### src/rtl/pipe_skid_stage.sv
// Two-entry skid buffer between pipeline stages: 1-cycle latency, full throughput, in_ready purely from registered state.
// Optional stall counter output (stall_cnt) is built only when PIPE_SKID_STATS_EN is defined.
module pipe_skid_stage #(
    parameter int                PC_W     = 32,
    parameter int                INST_W   = 32,
    parameter logic [INST_W-1:0] NOP_INST = '0
) (
    input  logic              clk,
    input  logic              rst,
    input  logic              flush,
    input  logic              in_valid,
    output logic              in_ready,
    input  logic [PC_W-1:0]   in_pc,
    input  logic [INST_W-1:0] in_inst,
    output logic              out_valid,
    input  logic              out_ready,
    output logic [PC_W-1:0]   out_pc,
    output logic [INST_W-1:0] out_inst
`ifdef PIPE_SKID_STATS_EN
    ,
    output logic [15:0]       stall_cnt
`endif
);

    typedef enum logic [1:0] {
        EMPTY = 2'd0,
        HALF  = 2'd1,
        FULL  = 2'd2
    } state_t;

    state_t              r_state;
    state_t              w_state_nxt;
    logic                r_rdy_en;
    logic [PC_W-1:0]     r_main_pc;
    logic [INST_W-1:0]   r_main_inst;
    logic [PC_W-1:0]     r_skid_pc;
    logic [INST_W-1:0]   r_skid_inst;

    logic                w_accept;
    logic                w_consume;
    logic                w_load_main_in;
    logic                w_load_main_skid;
    logic                w_load_skid;

    // r_rdy_en keeps in_ready low through reset and the first edge after it.
    assign out_valid = (r_state != EMPTY);
    assign in_ready  = r_rdy_en && (r_state != FULL);
    assign w_accept  = in_valid && in_ready;
    assign w_consume = out_valid && out_ready;

    assign out_pc   = out_valid ? r_main_pc   : '0;
    assign out_inst = out_valid ? r_main_inst : NOP_INST;

    always_comb begin
        w_state_nxt      = r_state;
        w_load_main_in   = 1'b0;
        w_load_main_skid = 1'b0;
        w_load_skid      = 1'b0;
        if (flush) begin
            w_state_nxt = EMPTY;
        end else begin
            case (r_state)
                EMPTY: begin
                    if (w_accept) begin
                        w_load_main_in = 1'b1;
                        w_state_nxt    = HALF;
                    end
                end
                HALF: begin
                    if (w_accept && w_consume) begin
                        w_load_main_in = 1'b1;
                    end else if (w_consume) begin
                        w_state_nxt = EMPTY;
                    end else if (w_accept) begin
                        w_load_skid = 1'b1;
                        w_state_nxt = FULL;
                    end
                end
                FULL: begin
                    if (w_consume) begin
                        w_load_main_skid = 1'b1;
                        w_state_nxt      = HALF;
                    end
                end
                default: begin
                    w_state_nxt = EMPTY;
                end
            endcase
        end
    end

    always_ff @(posedge clk or posedge rst) begin
        if (rst) begin
            r_state  <= EMPTY;
            r_rdy_en <= 1'b0;
        end else begin
            r_state  <= w_state_nxt;
            r_rdy_en <= 1'b1;
        end
    end

    always_ff @(posedge clk or posedge rst) begin
        if (rst) begin
            r_main_pc   <= '0;
            r_main_inst <= NOP_INST;
            r_skid_pc   <= '0;
            r_skid_inst <= '0;
        end else begin
            if (w_load_main_in) begin
                r_main_pc   <= in_pc;
                r_main_inst <= in_inst;
            end else if (w_load_main_skid) begin
                r_main_pc   <= r_skid_pc;
                r_main_inst <= r_skid_inst;
            end
            if (w_load_skid) begin
                r_skid_pc   <= in_pc;
                r_skid_inst <= in_inst;
            end
        end
    end

`ifdef PIPE_SKID_STATS_EN
    logic [15:0] r_stall_cnt;

    always_ff @(posedge clk or posedge rst) begin
        if (rst) begin
            r_stall_cnt <= '0;
        end else if (flush) begin
            r_stall_cnt <= '0;
        end else if (out_valid && !out_ready && (r_stall_cnt != 16'hFFFF)) begin
            r_stall_cnt <= r_stall_cnt + 16'd1;
        end
    end

    assign stall_cnt = r_stall_cnt;
`endif

endmodule

### config.mk
export PLATFORM = sky130hd
export DESIGN_NAME = pipe_skid_stage
export DESIGN_NICKNAME = d
export VERILOG_FILES = /design/src/rtl/pipe_skid_stage.sv
export SDC_FILE = /design/constraint.sdc
export NUM_CORES = 1
export LEC_CHECK = 0
export ABC_AREA = 1
export BUFFER_PORTS_ARGS = -buffer_cell sky130_fd_sc_hd__buf_2
export CAP_MARGIN = 30
export CORE_UTILIZATION = 49
export DETAILED_ROUTE_END_ITERATION = 7
export PLACE_DENSITY = 0.76
export SETUP_SLACK_MARGIN = 0.1
export SLEW_MARGIN = 30
export SYNTH_ARGS = -nofsm -noshare
export SYNTH_HDL_FRONTEND = slang
export SYNTH_SLANG_ARGS = --single-unit
### constraint.sdc
create_clock -name clk -period 3.8 [get_ports clk]
set_clock_uncertainty 0.2 [all_clocks]
set_input_delay 0.38 -clock clk [delete_from_list [all_inputs] [get_ports clk]]
set_output_delay 0.38 -clock clk [all_outputs]
set_load 0.05 [all_outputs]
### Word-level counts from Yosys, hierarchy flattened

Cells that the tools add are included.
W data, S select, Z words.

| storage, ports and cells | value |
|---|---|
| bits in registers | 131 |
| bits of input ports | 69 |
| output and inout bits | 66 |
| word-level logic and storage cells | 45 |

| operators by class | value |
|---|---|
| muxes and demuxes | 24 |
| reduce and logical (&&, ||, !) cells | 8 |
| eq/ne operators | 7 |

Operators with widths:

| cell | count |
|---|---|
| $mux W32 | 6 |
| $mux W2 | 6 |
| $mux W1 | 10 |
| $ne A3 B3 Y1 const B | 3 |
| $pmux W2 S3 | 1 |
| $logic_and A1 B1 Y1 | 4 |
| $ne A4 B4 Y1 const B | 1 |
| $reduce_and A4 Y1 | 1 |
| $reduce_bool A2 Y1 | 2 |
| $eq A2 B1 Y1 const B | 1 |
| $eq A2 B2 Y1 const B | 1 |
| $logic_not A2 Y1 | 1 |
| $ne A2 B2 Y1 const B | 1 |
| $pmux W1 S2 | 1 |

### Logic depth before layout (Yosys ltp)

Gate-level depths: netlist of run 1.

| depth | value |
|---|---|
| depth after elaboration | 8 |
| depth in mapped cells | 8 |
| mapped depth without buffers | 8 |

### Worst setup path before layout of run 1

No wires, ideal clock.

| timing | value |
|---|---|
| path kind | register to output |
| start point | register r_state[1] |
| end point | output port in_ready |
| stages on the path, launching flop included | 2 |
| data arrival time | 1606 ps |
| path slack | 1614 ps |
| path through | dfrtp_1 -> a21boi_0 |

| between the ends | value |
|---|---|
| cells in the longest elaborated chain, start to end | 2 |

RTL lines:

| element | RTL line | RTL |
|---|---|---|
| start: declaration | 31 | `state_t r_state;` |
| start signal: assignment | 97 | `r_state <= w_state_nxt;` |
| $ne A2 B2 Y1 | 47 | `assign in_ready = r_rdy_en && (r_state != FULL);` |
| $logic_and A1 B1 Y1 | 47 |  |
| end: declaration | 12 | `output logic in_ready,` |

Every way passes these cells.

### Worst setup path after layout of run 1

| timing | value |
|---|---|
| start point | register r_state[1] |
| end point | output port out_inst[30] |

| between the ends | value |
|---|---|
| cells in the longest elaborated chain, start to end | 2 |

RTL lines:

| element | RTL line | RTL |
|---|---|---|
| $reduce_bool A2 Y1 | 46 | `assign out_valid = (r_state != EMPTY);` |
| $mux W32 | 52 | `assign out_inst = out_valid ? r_main_inst : NOP_INST;` |
| end: declaration | 18 | `output logic [INST_W-1:0] out_inst` |

Every way passes these cells.

==> results of run 1 <==
## cells in the mapped netlist
master    instances
nor2_2            1
inv_1           134
nand2_1         198
nor3_4            2
dfrtp_1         131
nor2_4            1
buf_4             8
buf_1             1
buf_6             5
o21ai_0          21
inv_2             2
conb_1            1
nand3_1           2
nand2_4           1
o21ai_1          44
buf_2            11
buf_8             3
a21boi_0          1
a21oi_2          10
nand3_4           1
a21oi_1          55
nand4_1           3
clkbuf_1         12
nor2_1          132
## per-stage QoR
step | util | instances
final | 0.669 | 1145
after floorplan | - | 780
after global placement | 0.566 | 1052
after CTS | 0.669 | 1145
after global routing | 0.669 | 1145
after detailed placement | 0.567 | 1053
## layout make-up
type	count	area, µm²
Fill cell	1004	4000
Clock buffer	21	470
Sequential cell	131	3280
Clock inverter	11	151
Inverter	136	514
Timing Repair Buffer	205	1380
Tap cell	168	210
Multi-Input combinational cell	473	2060
## path summary, 6_finish.rpt
kind,startpoint,endpoint,slack [ns],cells after the start
hold / removal,in_pc[5],r_main_pc[5]$_DFFE_PP0P_,0.02,3
hold reg to reg,r_main_inst[14]$_DFFE_PP0P_,r_main_inst[14]$_DFFE_PP0P_,0.28,2
setup reg to reg,r_state[0]$_DFFE_PP0P_,r_main_inst[27]$_DFFE_PP0P_,1.63,7
max in group asynchronous,rst,r_skid_pc[1]$_DFFE_PP0P_,2.23,5
min in group asynchronous,rst,r_main_inst[13]$_DFFE_PP0P_,0.31,3
setup / recovery,r_state[1]$_DFFE_PP0P_,out_inst[30],1.18,4
## state kept, by name, indices dropped and copies added, names as in the netlist
name	flops
r_main_inst	32
r_main_pc	32
r_skid_inst	32
r_skid_pc	32
r_state	2
r_rdy_en	1
## layer usage
metal,track usage,vias up
met2,0.374,144
li1,-,2698
met4,0.102,0
met3,0.0515,21
met5,0,-
met1,0.323,2514
## repair_timing
action	in CTS	in global routing
setup endpoints to repair	0	0
hold buffers	60	0
endpoints found under the hold margin	110	0
## worst max-delay path, cell delays in order (launching register included)
cell,delay [ns]
dfrtp_1,0.48
nor2_4,0.48
buf_4,0.37
nor2_1,0.07
buf_2,0.22
## where the power goes
part | switching [µW] | total (µW) | internal [µW]
sequential | 177 | 2010 | 1840
clock | 607 | 1690 | 1090
combinational | 902 | 1300 | 402
total | 1690 | 5010 | 3330
## logic make-up (layout without fill, tap and decap cells)
logic type | count (synthesis) | after routing | share of synthesized area
AO/OA/AOI/OAI | 131 | 131 | 0.114
flip-flops | 131 | 131 | 0.537
other | 1 | 1 | 0.000615
buffers and inverters | 176 | 373 | 0.127
AND/OR/NAND/NOR | 341 | 341 | 0.221
## placed cells by master, fill, tap and decap left out
cell	count
o21ai_0	21
buf_4	9
a21oi_2	10
nor2_4	3
clkbuf_1	1
clkinvlp_4	5
dfrtp_1	131
clkinv_2	1
clkinv_4	2
clkbuf_8	3
nand4_1	3
conb_1	1
nor2_1	130
inv_2	2
inv_1	133
nor3_4	2
nor2_2	1
buf_2	134
a21boi_0	1
bufinv_16	3
buf_12	2
clkbuf_16	17
inv_6	1
nand2_1	198
nand2_4	1
o21ai_1	44
nand3_4	1
dlygate4sd3_1	60
a21oi_1	55
nand3_1	2
==> metrics.cfg, run 1 <==
[outcome]
status = completed

[setup_path]
cp.arrival_ns = 2.04
critical_path.endpoint_type = output port
cp_max_fo = 23
worstPathRequired_ns = 3.22
crit_type = flop to output port
startpoint_type = flop

[layout]
final_area_mm2 = 0.00806
layout-drive-gt1-share = 0.202
area_growth_syn_to_layout_pct = 32.2
final_nets = 1033
diodes = 0

[die]
initial_utilization = 0.506
num_rows = 40
io_pins = 135
dieArea_mm2 = 0.0129
dieWidth_um = 114
die_h_um = 114
core_mm2 = 0.0121

[placed_design]
post-dp-hpwl_um = 8580
gp_congestion = 0.768
post-place-ws_ns = 1.60
placed_area_mm2 = 0.00684
io_buffers = 134

[clock_tree]
clk_latency_ns = 0.41
clock_path_buffers = 2
cts-root-buf = clkbuf_16
cts_resized = 0
clock-sinks = 131
numCtsBuffers = 17
cts_tree = yes
path_clk_slew_ns = 0.05
post_cts_buffers = 0
h-tree-depth = 4

[sta]
timing.final.setup_violations = 0
holdWs_ns = 0.0180
hold_violations = 0
final.setup.tns_ns = 0
max_freq_mhz = 382
slew_violations = 0
worst_slew_pin_slew_ns = 0.801
setup_slack_ns = 1.18
relSlewSlack = 0.466
period_minus_slack_ns = 2.62
finalCritPeriodShare = 0.688
rsz0062_at_grt = false

[route]
met1Wirelength_um = 6590
wl_met3_um = 605
route.detailed.drc = 0
routed_wl_um = 14400
drtPass1Iterations = 5
drt-initial-drc-count = 385
dr_wl_met2_um = 6960
route.top_layer_used = met4
avgViaCountPerCell = 4.70
wl_per_cell_um = 12.5
antenna_left = 0
vias = 5377

[yosys]
netlist_instances = 780
yosysWarningCount = 0
yosysTopAreaCellShare = 0.537
yosys-top-cells-area = dfrtp_1 54%, nand2_1 12%, inv_1 8.2%
synth_seq_cells = 131
synth.distinct_cells = 24
ys_seq_area_frac = 0.537
syn_area_mm2 = 0.00610
avgSynthCellArea_um2 = 7.82
syn_nets = 849
post-synth-top-area-cell = dfrtp_1

[power]
peakVddDrop_mv = 0.373
p_leak_uw = 0.00441
power_density_mw_per_mm2 = 621
total_power_uw = 5010

[job]
cap_violations = 0

[global_route]
grt_max_degree = 69
grt_overflow = 0
antenna_found_initial = 0
grt_pass1_wl_um = 23800
grt_pass1_vias = 5055
track_usage = 0.239

[min_path]
hp-class = primary input to flop

Power figures use the tool's default switching activity.
==> inputs of run 2 (changes only) <==
--- a/config.mk
+++ b/config.mk
@@ -8,9 +8,9 @@
 export ABC_AREA = 1
 export BUFFER_PORTS_ARGS = -buffer_cell sky130_fd_sc_hd__buf_2
 export CAP_MARGIN = 30
-export CORE_UTILIZATION = 49
+export CORE_UTILIZATION = 54
 export DETAILED_ROUTE_END_ITERATION = 7
-export PLACE_DENSITY = 0.76
+export PLACE_DENSITY = 0.8
 export SETUP_SLACK_MARGIN = 0.1
 export SLEW_MARGIN = 30
 export SYNTH_ARGS = -nofsm -noshare
==> constraint.sdc (replaced) <==
create_clock -name clk -period 2.5 [get_ports clk]
set_clock_uncertainty 0.2 [all_clocks]
set_input_delay 0.25 -clock clk [delete_from_list [all_inputs] [get_ports clk]]
set_output_delay 0.25 -clock clk [all_outputs]
set_load 0.05 [all_outputs]
==> metrics.cfg, run 2 (synthesis gave the netlist of run 1 again) <==
[min_path]
hp-class = primary input to flop

[die]
initial_utilization = 0.558  ; +0.0521
dieWidth_um = 108  ; -4.7%
core_mm2 = 0.0109  ; -9.3%
io_pins = 135  ; unchanged
num_rows = 38  ; -5.0%
die_h_um = 108  ; -4.7%
dieArea_mm2 = 0.0117  ; -9.1%

[clock_tree]
clock-sinks = 131  ; unchanged
path_clk_slew_ns = 0.06  ; about the same
cts-root-buf = clkbuf_16
cts_tree = yes
clock_path_buffers = 2  ; unchanged
holdBufCountCts = 66  ; +10%
cts_resized = 0  ; unchanged
clk_latency_ns = 0.40  ; about the same
numCtsBuffers = 17  ; unchanged
post_cts_buffers = 0  ; unchanged
h-tree-depth = 4  ; unchanged

[setup_path]
cp_max_fo = 64  ; +180%
startpoint_type = primary input
crit_type = primary input to flop
worstPathRequired_ns = 2.64  ; -0.58 ns
cp.arrival_ns = 2.42  ; +0.38 ns
critical_path.endpoint_type = flop

[layout]
diodes = 0  ; unchanged
final_nets = 1042  ; +0.87%
layout-drive-gt1-share = 0.202  ; +0.000393
finish.utilization = 0.742  ; +0.0732
area_growth_syn_to_layout_pct = 33.0
final_area_mm2 = 0.00811  ; +0.59%
final_cell_mix = 198 x nand2_1, 134 x buf_2, 133 x inv_1
final_common_cell = nand2_1

[global_route]
track_usage = 0.273  ; +0.0338
grt_max_degree = 132  ; +91%
antenna_found_initial = 0  ; unchanged
grt_overflow = 0  ; unchanged
grt_pass1_wl_um = 24700  ; +3.9%
grt_pass1_vias = 5355  ; +5.9%

[outcome]
status = completed

[placed_design]
io_buffers = 134  ; unchanged
placed_area_mm2 = 0.00686  ; +0.29%
post-dp-hpwl_um = 8300  ; -3.2%
post-place-ws_ns = 0.431  ; -1.17 ns
gp_congestion = 0.798  ; +3.9%

[route]
vias = 5566  ; +3.5%
routed_wl_um = 14900  ; +3.6%
wl_per_cell_um = 13.2  ; +5.4%
antenna_left = 0  ; unchanged
route.detailed.drc = 0  ; unchanged
drt-initial-drc-count = 301  ; -22%
avgViaCountPerCell = 4.95  ; +5.4%
drtPass1Iterations = 5  ; unchanged

[sta]
hold_violations = 0  ; unchanged
max_freq_mhz = 439
rsz0062_at_grt = false
relSlewSlack = 0.458  ; -0.00807
timing.final.setup_violations = 0  ; unchanged
final.setup.tns_ns = 0  ; unchanged
period_minus_slack_ns = 2.28
slew_violations = 0  ; unchanged
setup_slack_ns = 0.220  ; -0.965 ns
worst_slew_pin_slew_ns = 0.813  ; +0.0121 ns
finalCritPeriodShare = 0.912

[power]
total_power_uw = 7580  ; +51%
p_leak_uw = 0.00445  ; +0.98%
power_density_mw_per_mm2 = 934  ; +50%
peakVddDrop_mv = 0.736  ; +97%

[job]
cap_violations = 0  ; unchanged

[run 2: cell count changes in the layout (fill, tap and decap cells not counted), sizes merged]
cell         change
clkinvlp         -2
buf              +3
clkinv           +4
clkbuf           -3
dlygate4sd3      +6
[run 2: through the flow]
| step | std cells | hold WS [ns] |
|---|---|---|
| global route | 1125 | 0.0952 |
| floorplan | 780 | 0.159 |
| finish | 1125 | 0.0388 |
| global placement | 1027 | 0.262 |
| CTS | 1125 | 0.0380 |
| detailed placement | 1028 | 0.265 |
[run 2: worst max-delay path, stage by stage]
cell,delay [ns]
dlygate4sd3_1,0.54
buf_2,0.15
inv_1,0.13
nand2_1,0.11
nor3_4,0.22
buf_4,0.64
a21oi_1,0.16
nand2_1,0.12
[run 2: where the power goes]
group          internal, µW  switching [µW]  total, µW
sequential             2790             270       3060
combinational           626            1410       2030
clock                  1560             922       2480
[run 2: worst paths after layout]
check	start	end	slack, ns	cells after the start
min	out_ready	r_state[1]$_DFFE_PP0P_	0.04	4
max reg2reg	r_state[1]$_DFFE_PP0P_	r_main_pc[14]$_DFFE_PP0P_	0.42	6
min reg2reg	r_main_pc[6]$_DFFE_PP0P_	r_main_pc[6]$_DFFE_PP0P_	0.28	2
max in group asynchronous	rst	r_main_pc[8]$_DFFE_PP0P_	1.16	4
max	flush	r_main_pc[14]$_DFFE_PP0P_	0.22	8
min in group asynchronous	rst	r_rdy_en$_DFF_PP0_	0.35	4
[run 2: cell type report]
cell class | instances | area [µm²]
Sequential cell | 131 | 3280
Clock inverter | 13 | 160
Clock buffer | 18 | 429
Timing Repair Buffer | 214 | 1490
Fill cell | 789 | 2820
Multi-Input combinational cell | 473 | 2060
Tap cell | 140 | 175
Inverter | 136 | 514
[run 2: layer usage]
| metal | share of wire | wire length [µm] | track usage | vias to the layer above |
|---|---|---|---|---|
| met5 | 0 | 0 | 0 | - |
| met4 | 0.015 | 220 | 0.0888 | 0 |
| met3 | 0.049 | 735 | 0.0639 | 19 |
| met2 | 0.50 | 7430 | 0.454 | 178 |
| met1 | 0.44 | 6480 | 0.353 | 2641 |
| li1 | - | - | - | 2728 |
==> inputs of run 3 (changes only) <==
--- a/config.mk
+++ b/config.mk
@@ -8,9 +8,11 @@
 export ABC_AREA = 1
 export BUFFER_PORTS_ARGS = -buffer_cell sky130_fd_sc_hd__buf_2
 export CAP_MARGIN = 30
-export CORE_UTILIZATION = 54
+export CELL_PAD_IN_SITES_DETAIL_PLACEMENT = 0
+export CELL_PAD_IN_SITES_GLOBAL_PLACEMENT = 1
+export CORE_UTILIZATION = 39
 export DETAILED_ROUTE_END_ITERATION = 7
-export PLACE_DENSITY = 0.8
+export PLACE_DENSITY_LB_ADDON = 0.1
 export SETUP_SLACK_MARGIN = 0.1
 export SLEW_MARGIN = 30
 export SYNTH_ARGS = -nofsm -noshare
==> metrics.cfg, run 3 (synthesis gave the netlist of run 1 again) <==
[setup_path]
crit_top_cell = buf_4
cp_max_fo = 38  ; -41%
worstPathRequired_ns = 2.05  ; -0.59 ns
cpLargestDelayFamily = buffers and inverters
critical_path.endpoint_type = output port
crit_type = flop to output port
startpoint_type = flop
critPathSlowestCell = dfrtp_1
cp.arrival_ns = 1.79  ; -0.63 ns
cpPeakStageDelay_ns = 0.38  ; -0.26 ns
worstPathCellList = buf_4 > nor2_4 > buf_4 > nor2_1 > buf_2
crit_buf_inv = 3  ; -1

[die]
dieWidth_um = 127  ; +17%
dieArea_mm2 = 0.0161  ; +38%
num_rows = 45  ; +18%
io_pins = 135  ; unchanged
die_h_um = 127  ; +17%
core_mm2 = 0.0153  ; +40%
initial_utilization = 0.400  ; -0.158

[clock_tree]
clock_path_buffers = 2  ; unchanged
path_clk_slew_ns = 0.06  ; about the same
h-tree-depth = 4  ; unchanged
numCtsBuffers = 17  ; unchanged
clock-sinks = 131  ; unchanged
post_cts_buffers = 0  ; unchanged
clk_latency_ns = 0.41  ; about the same
cts_tree = yes
cts-root-buf = clkbuf_16

[global_route]
grt_pass1_wl_um = 25600  ; +3.6%
grt_pass1_vias = 5293  ; -1.2%
grt_max_degree = 85  ; -36%
antenna_found_initial = 0  ; unchanged
grt_overflow = 0  ; unchanged
track_usage = 0.206  ; -0.0669

[route]
met1Wirelength_um = 7340  ; +13%
wl_per_cell_um = 12.7  ; -3.6%
route.top_layer_used = met4
vias = 5419  ; -2.6%
antenna_left = 0  ; unchanged
wl_met3_um = 599  ; -19%
avgViaCountPerCell = 4.53  ; -8.5%
drt-initial-drc-count = 225  ; -25%
dr_wl_met2_um = 6990  ; -5.9%
drtPass1Iterations = 4  ; -1
routed_wl_um = 15200  ; +2.6%
route.detailed.drc = 0  ; unchanged

[layout]
final_nets = 1042  ; unchanged
layout-drive-gt1-share = 0.204  ; +0.00182
area_growth_syn_to_layout_pct = 35.0
final_cell_mix = 198 x nand2_1, 134 x buf_2, 133 x inv_1
diodes = 0  ; unchanged
fillers = 1447  ; +83%
final_common_cell = nand2_1

[sta]
worst_slew_pin_slew_ns = 0.590  ; -0.223 ns
slew_violations = 0  ; unchanged
finalCritPeriodShare = 0.897  ; -0.0151
max_freq_mhz = 446  ; +1.7%
relSlewSlack = 0.607  ; +0.149
final.setup.tns_ns = 0  ; unchanged
setup_slack_ns = 0.258  ; +0.0378 ns
rsz0062_at_grt = false
hold_violations = 0  ; unchanged
period_minus_slack_ns = 2.24  ; -0.0378 ns
timing.final.setup_violations = 0  ; unchanged

[power]
power.share.switching = 0.332  ; -0.0109
p_leak_uw = 0.00446  ; +0.15%
pwr-share-clk = 0.341  ; +0.013
power_density_mw_per_mm2 = 927  ; -0.78%
power.share.sequential = 0.398  ; -0.006
p_comb_frac = 0.261  ; -0.007
power.switching_uw = 2540  ; -2.5%
p_int_uw = 5100  ; +2.4%
peakVddDrop_mv = 0.587  ; -20%
total_power_uw = 7640  ; +0.75%

[placed_design]
gp_congestion = 0.749  ; -6.1%
io_buffers = 134  ; unchanged
post-place-ws_ns = 0.0345  ; -0.396 ns
post-dp-hpwl_um = 9250  ; +11%

[job]
cap_violations = 0  ; unchanged

[outcome]
status = completed

[min_path]
hp-class = primary input to flop

## run 3: path summary, 6_finish.rpt
path | from | end | slack, ns | depth (start not counted)
setup / recovery | r_state[0]$_DFFE_PP0P_ | out_pc[13] | 0.26 | 5
hold / removal | in_valid | r_state[1]$_DFFE_PP0P_ | 0.06 | 3
setup reg to reg | r_state[1]$_DFFE_PP0P_ | r_main_inst[22]$_DFFE_PP0P_ | 0.29 | 7
hold reg to reg | r_main_pc[19]$_DFFE_PP0P_ | r_main_pc[19]$_DFFE_PP0P_ | 0.28 | 2
max in group asynchronous | rst | r_skid_inst[6]$_DFFE_PP0P_ | 1.13 | 4
min in group asynchronous | rst | r_skid_inst[16]$_DFFE_PP0P_ | 0.25 | 3
## run 3: per-layer routing
layer | track usage | vias to the layer above
li1 | - | 2726
met1 | 0.270 | 2555
met2 | 0.330 | 117
met3 | 0.0507 | 21
met4 | 0.0770 | 0
met5 | 0 | -
## run 3: what timing repair did
item | CTS | global route
resized for setup | 0 | 1
hold buffers | 66 | 0
pin swaps | 1 | 1
endpoints found under the hold margin | 149 | 0
setup endpoints to repair | 30 | 64
gates cloned | 1 | 0
## run 3: power by group through the flow
stage | sequential (µW) | combinational [µW] | clock [µW]
floorplan | 3010 | 1510 | 0
global placement | 3060 | 1880 | 0
detailed placement | 3070 | 1920 | 0
CTS | 3040 | 2010 | 2690
global route | 3120 | 2250 | 2760
finish | 3040 | 1990 | 2600
## run 3: layout make-up
class | instances | area [µm²] | share of cell area
Clock inverter | 14 | 186 | 0.0226
Clock buffer | 18 | 439 | 0.0533
Inverter | 136 | 514 | 0.0624
Tap cell | 211 | 264 | 0.0321
Sequential cell | 131 | 3280 | 0.398
Timing Repair Buffer | 213 | 1480 | 0.180
Multi-Input combinational cell | 474 | 2070 | 0.252
## run 3: stage by stage
| step | util | cell area (µm²) | hold WS [ns] | std cells |
|---|---|---|---|---|
| floorplan | - | 6100 | 0.159 | 780 |
| global placement | 0.455 | 6940 | 0.135 | 1098 |
| detailed placement | 0.455 | 6940 | 0.140 | 1098 |
| CTS | 0.539 | 8230 | 0.0496 | 1197 |
| global route | 0.540 | 8240 | 0.0680 | 1197 |
| finish | 0.540 | 8240 | 0.0610 | 1197 |
## run 3: tightest hold or removal path, delay by kind of cell
family,cells,cell delay (ns)
AOI/OAI and AO/OA,1,0.12
buffers and inverters,1,0.13
and+or+nand+nor,1,0.12
